===== config.mk =====
export PLATFORM = sky130hd
export DESIGN_NAME = dm_arbiter
export DESIGN_NICKNAME = d
export VERILOG_FILES = /design/src/rtl/dm_arbiter.sv
export SDC_FILE = /design/constraint.sdc
export NUM_CORES = 1
export LEC_CHECK = 0
export CAP_MARGIN = 20
export CORE_AREA = 2 2 98 100
export CTS_CLUSTER_SIZE = 16
export DETAILED_ROUTE_END_ITERATION = 10
export DIE_AREA = 0 0 100 102
export GPL_TIMING_DRIVEN = 0
export SLEW_MARGIN = 20
export SYNTH_ARGS = -nofsm -noshare
export SYNTH_HDL_FRONTEND = slang
export SYNTH_SLANG_ARGS = --single-unit

===== constraint.sdc =====
create_clock -name clk -period 3.7 [get_ports clk]
set_input_delay 0.74 -clock clk [delete_from_list [all_inputs] [get_ports clk]]
set_output_delay 0.74 -clock clk [all_outputs]
set_load 0.01 [all_outputs]

===== src/rtl/dm_arbiter.sv =====
// dm_arbiter: round-robin two-port arbiter with burst lock in front of a single-port data memory.
//   clk, rst_n                    clock, asynchronous active-low reset
//   req/we/addr/wdata/lock{0,1}   requester access and lock request
//   gnt{0,1}                      combinational grant
//   rvalid/rdata{0,1}             read return one cycle after grant
//   dm_we/dm_address/dm_d/dm_q    single-port memory side
module dm_arbiter #(
    parameter int ADDR_W   = 16,
    parameter int DATA_W   = 32,
    parameter int MAX_LOCK = 4
) (
    input  logic              clk,
    input  logic              rst_n,
    input  logic              req0,
    input  logic              req1,
    input  logic              we0,
    input  logic              we1,
    input  logic [ADDR_W-1:0] addr0,
    input  logic [ADDR_W-1:0] addr1,
    input  logic [DATA_W-1:0] wdata0,
    input  logic [DATA_W-1:0] wdata1,
    input  logic              lock0,
    input  logic              lock1,
    output logic              gnt0,
    output logic              gnt1,
    output logic              rvalid0,
    output logic              rvalid1,
    output logic [DATA_W-1:0] rdata0,
    output logic [DATA_W-1:0] rdata1,
    output logic              dm_we,
    output logic [ADDR_W-1:0] dm_address,
    output logic [DATA_W-1:0] dm_d,
    input  logic [DATA_W-1:0] dm_q
);
    localparam int CW = $clog2(MAX_LOCK + 1);
    typedef enum logic [1:0] {ARB, LOCK0, LOCK1} state_t;
    state_t          r_state;
    logic            r_last;
    logic [CW-1:0]   r_cnt;
    logic            r_rvalid0;
    logic            r_rvalid1;
    logic            w_own0;
    logic            w_own1;
    logic            w_gnt0;
    logic            w_gnt1;
    logic [CW-1:0]   w_cnt_nx;
    logic            w_lock_end;
    // a locked owner that is still requesting beats any round-robin decision
    assign w_own0     = (r_state == LOCK0) & req0;
    assign w_own1     = (r_state == LOCK1) & req1;
    assign w_gnt0     = rst_n & (w_own0 | (~w_own1 & req0 & (~req1 | r_last)));
    assign w_gnt1     = rst_n & (w_own1 | (~w_own0 & req1 & (~req0 | ~r_last)));
    assign w_cnt_nx   = r_cnt + 1'b1;
    assign w_lock_end = w_cnt_nx == CW'(MAX_LOCK);
    always_ff @(posedge clk or negedge rst_n) begin
        if (!rst_n) begin
            r_state   <= ARB;
            r_last    <= 1'b1;
            r_cnt     <= '0;
            r_rvalid0 <= 1'b0;
            r_rvalid1 <= 1'b0;
        end else begin
            r_rvalid0 <= w_gnt0 & ~we0;
            r_rvalid1 <= w_gnt1 & ~we1;
            if (w_own0 | w_own1) begin
                r_cnt <= w_cnt_nx;
                if (~(w_own0 ? lock0 : lock1) | w_lock_end) begin
                    r_state <= ARB;
                    r_last  <= w_own1;
                end
            end else if (w_gnt0 | w_gnt1) begin
                r_last  <= w_gnt1;
                r_cnt   <= CW'(1);
                r_state <= (MAX_LOCK > 1 && w_gnt0 && lock0) ? LOCK0 :
                           (MAX_LOCK > 1 && w_gnt1 && lock1) ? LOCK1 : ARB;
            end else begin
                r_state <= ARB;
            end
        end
    end
    assign gnt0       = w_gnt0;
    assign gnt1       = w_gnt1;
    assign rvalid0    = r_rvalid0;
    assign rvalid1    = r_rvalid1;
    assign rdata0     = r_rvalid0 ? dm_q : '0;
    assign rdata1     = r_rvalid1 ? dm_q : '0;
    assign dm_we      = w_gnt0 ? we0 : (w_gnt1 & we1);
    assign dm_address = w_gnt0 ? addr0 : w_gnt1 ? addr1 : '0;
    assign dm_d       = w_gnt0 ? wdata0 : w_gnt1 ? wdata1 : '0;
endmodule

==> out/summary.md, run 1 <==
### Setup path
- primary input — element type at the critical path start
- 2.96 ns — endpoint required time on the critical path
- output pin — CP Capture Type
- in2out — Crit Path Class
- 2.68 ns — signal arrival time at the worst endpoint
- 10 — largest fanout of any net on the critical path

### Run status
- finished clean — result of the run

### Timing
- 0.9241 — Period Utilization, post-route
- 0 ns — total negative slack
- 0.3576 ns — slew at the pin closest to its max-slew limit
- false — RSZ-0062 raised after global routing
- 3.419 ns — clock period minus worst slack
- 0.7591 — headroom to the max-slew limit
- 0 — final setup vio count
- 0 — final hold violation count
- 0 — number of pins exceeding their max-slew limit in the final report
- 0.2810 ns — minimum setup slack in the final design
- 0.008895 ns — setup clock skew after layout
- 292.5 MHz — achievable frequency

### Placement
- 7759 µm — DP Wirelength
- -0.2912 ns — worst slack, placed
- 543 — cell count after placement
- 4109 µm² — placed inst area
- 252 — Port-buffer cells
- 0.8180 — routability cong.

### Synth
- 1448 µm² — post-synthesis cell area
- sky130_fd_sc_hd__a22o_1 31%, sky130_fd_sc_hd__and2_1 28%, sky130_fd_sc_hd__dfrtp_1 12% — top post-synthesis cells by area
- 180 — cells after synthesis
- 8 — Seq cells post-synth
- 0.3086 — fraction of post-synthesis cell area in the top cell type by area
- sky130_fd_sc_hd__a22o_1 — Synth area leader
- 0.1392 — sequential share of the synthesized area
- 0 — YS warnings
- 8.042 µm² — synthesized area divided by synthesized cell count
- 318 — Synthesized Nets
- 29 — number of distinct standard cells referenced by the synthesized netlist

### Cells and area
- 926 — Filler Cells Inserted
- 0.04587 — share of final-layout standard cells stronger than drive strength 1
- 547 — Cell Count, Final, Fillers Out
- 0 — antenna fix cells
- 186.9% — synthesis-to-finish area growth
- 575 — number of nets in the final layout
- 4153 µm² — post-route cell area

### Clock network
- 2 — Max clock buf depth
- 2 — Post-CTS Resized
- 0.05 ns — clock-pin slew reported for the worst setup and hold paths after clock tree synthesis
- 0 — post-CTS setup repair buffer count
- sky130_fd_sc_hd__clkbuf_8 — Root Buffer
- 3 — number of buffers created by CTS
- 8 — count of clock tree sinks
- done — clock tree from TritonCTS
- 1 — Max H-tree Level
- 0.23 ns — clk_lat worst skew
- 0 — Post-CTS Hold Buffers

### Die
- 10200 µm² — die area
- 9109 µm² — total core area
- 100 µm — horizontal extent of the die
- 35 — number of rows in the core area
- 0.1589 — initial cell density of the core
- 253 — io pins
- 102 µm — Die Height

### Detailed routing
- 0 — Routed Antenna Nets
- 29 — violation count after the first detailed-routing iteration
- 2413 — DR vias
- 4 — iteration count of the initial detailed-routing pass
- 0 — number of remaining DRC errors
- 8918 µm — sum of routed wire length over all layers
- 16.30 µm — average wire per standard cell
- 4.411 — DR vias/cell

### Global routing
- 12590 µm — global-route wire length before repair
- 0.1554 — overall track demand over capacity in global routing
- 0 — GRT overflow
- 0 — number of antenna violations at the first check in global routing
- 2353 — via count of the first global-routing pass
- 16 — maximum number of pins on one net before global-route repair

### Power and ir drop
- 0.00006874 V — worst vdd rail ir drop
- 168.3 nW/µm² — power density normalized to cell area
- 1.668 nW — leakage power
- 0.6989 mW — power after layout

### Job
- 0 — number of max-cap violations

### Min path
- in2async — Worst Hold Class

sequential cells by signal, indices dropped and copies added (netlist names):
signal / cells
r_last: 1
rvalid1: 1
rvalid0: 1
r_state: 2
r_cnt: 3
final timing paths:
check	end	slack [ns]	depth (start not counted)	start
worst max-delay path	dm_d[19]	0.28	6	req1
worst min-delay path	r_state[1]$_DFFE_PN0P_	0.38	1	rst_n
worst max register to register	r_last$_DFFE_PN1P_	2.02	5	r_cnt[0]$_DFFE_PN0P_
min in group clk	r_cnt[2]$_DFFE_PN0P_	0.52	1	r_cnt[2]$_DFFE_PN0P_
worst min register to register	r_cnt[2]$_DFFE_PN0P_	0.52	1	r_cnt[2]$_DFFE_PN0P_
max in group asynchronous	r_last$_DFFE_PN1P_	3.02	1	rst_n
critical path: stages:
cell	delay [ns]
sky130_fd_sc_hd__clkdlybuf4s50_1	0.55
sky130_fd_sc_hd__nand2_1	0.09
sky130_fd_sc_hd__a21oi_2	0.26
sky130_fd_sc_hd__buf_2	0.29
sky130_fd_sc_hd__a22o_1	0.18
sky130_fd_sc_hd__clkdlybuf4s50_1	0.56
where the power goes:
part | switching (mW) | internal [mW] | total [mW]
clock network | 0.0370 | 0.0749 | 0.112
registers | 0.0131 | 0.0990 | 0.112
logic | 0.165 | 0.310 | 0.475
layout by cell type (no fill, tap or decap), types with 2 or more instances in the layout:
master / synthesis / routed
sky130_fd_sc_hd__buf_6: 5 / 5
sky130_fd_sc_hd__dfrtp_1: 7 / 7
sky130_fd_sc_hd__clkdlybuf4s50_1: 0 / 251
sky130_fd_sc_hd__and2_1: 65 / 65
sky130_fd_sc_hd__a21oi_1: 4 / 3
sky130_fd_sc_hd__clkbuf_1: 6 / 7
sky130_fd_sc_hd__ha_1: 2 / 2
sky130_fd_sc_hd__buf_2: 5 / 5
sky130_fd_sc_hd__a22o_1: 51 / 51
sky130_fd_sc_hd__o21ai_0: 4 / 4
sky130_fd_sc_hd__nor2b_1: 8 / 8
sky130_fd_sc_hd__clkbuf_8: 0 / 3
sky130_fd_sc_hd__inv_1: 2 / 2
sky130_fd_sc_hd__nand2_1: 4 / 4
cell usage after synthesis:
library cell	count
sky130_fd_sc_hd__and3_1	1
sky130_fd_sc_hd__o21bai_1	1
sky130_fd_sc_hd__a211o_1	1
sky130_fd_sc_hd__buf_2	5
sky130_fd_sc_hd__o211a_1	1
sky130_fd_sc_hd__nor2_1	1
sky130_fd_sc_hd__and2_1	65
sky130_fd_sc_hd__dfrtp_1	7
sky130_fd_sc_hd__nand2_1	4
sky130_fd_sc_hd__mux2_4	1
sky130_fd_sc_hd__dfstp_2	1
sky130_fd_sc_hd__o21ai_1	1
sky130_fd_sc_hd__clkbuf_1	6
sky130_fd_sc_hd__buf_4	1
sky130_fd_sc_hd__a21o_1	1
sky130_fd_sc_hd__inv_1	2
sky130_fd_sc_hd__buf_6	5
sky130_fd_sc_hd__nor2b_1	8
sky130_fd_sc_hd__mux2_1	1
sky130_fd_sc_hd__nand3b_1	1
sky130_fd_sc_hd__mux2i_1	1
sky130_fd_sc_hd__o21ai_0	4
sky130_fd_sc_hd__nand3_1	1
sky130_fd_sc_hd__a32oi_2	1
sky130_fd_sc_hd__a21oi_1	4
sky130_fd_sc_hd__a22o_1	51
sky130_fd_sc_hd__a2bb2o_1	1
sky130_fd_sc_hd__nand3b_4	1
sky130_fd_sc_hd__ha_1	2
routing by layer:
layer | vias to the layer above | GRT usage | routed length [µm]
li1 | 1167 | - | -
met3 | 8 | 0.05814 | 1067
met1 | 1074 | 0.1635 | 3141
met4 | 0 | 0.02424 | 75
met2 | 164 | 0.3004 | 4634
met5 | - | 0 | 0
cell type report:
class	instances	area, µm²	share of cell area
inverter	2	7.507	0.001808
tap	111	138.9	0.03344
clock buffer	4	45.04	0.01085
buffer	17	111.4	0.02682
sequential	8	201.4	0.04851
multi-input combinational	153	1131	0.2724
timing repair buffer	252	2517	0.6062
logic make-up after synthesis:
logic type,share of synthesized area
AND/OR/NAND/NOR,0.3552
AO/OA/AOI/OAI,0.3812
buffers and inverters,0.08211
flip-flops,0.1392
multiplexers,0.02506
adder cells (fa/ha/maj),0.01728
per-stage QoR:
step                      utilization  hold WS [ns]
after floorplan                     -        0.4444
after global placement         0.4511        0.5007
after detailed placement       0.4511        0.5091
after CTS                      0.4560        0.5195
after global routing           0.4559        0.4084
final                          0.4559        0.3846
Power figures use the tool's default switching activity.
==> run 2: changes to the inputs <==
- TNS_END_PERCENT: not set -> 5
==> results of run 2 <==
The final DEF is identical to that of run 1; final timing and power are the same.
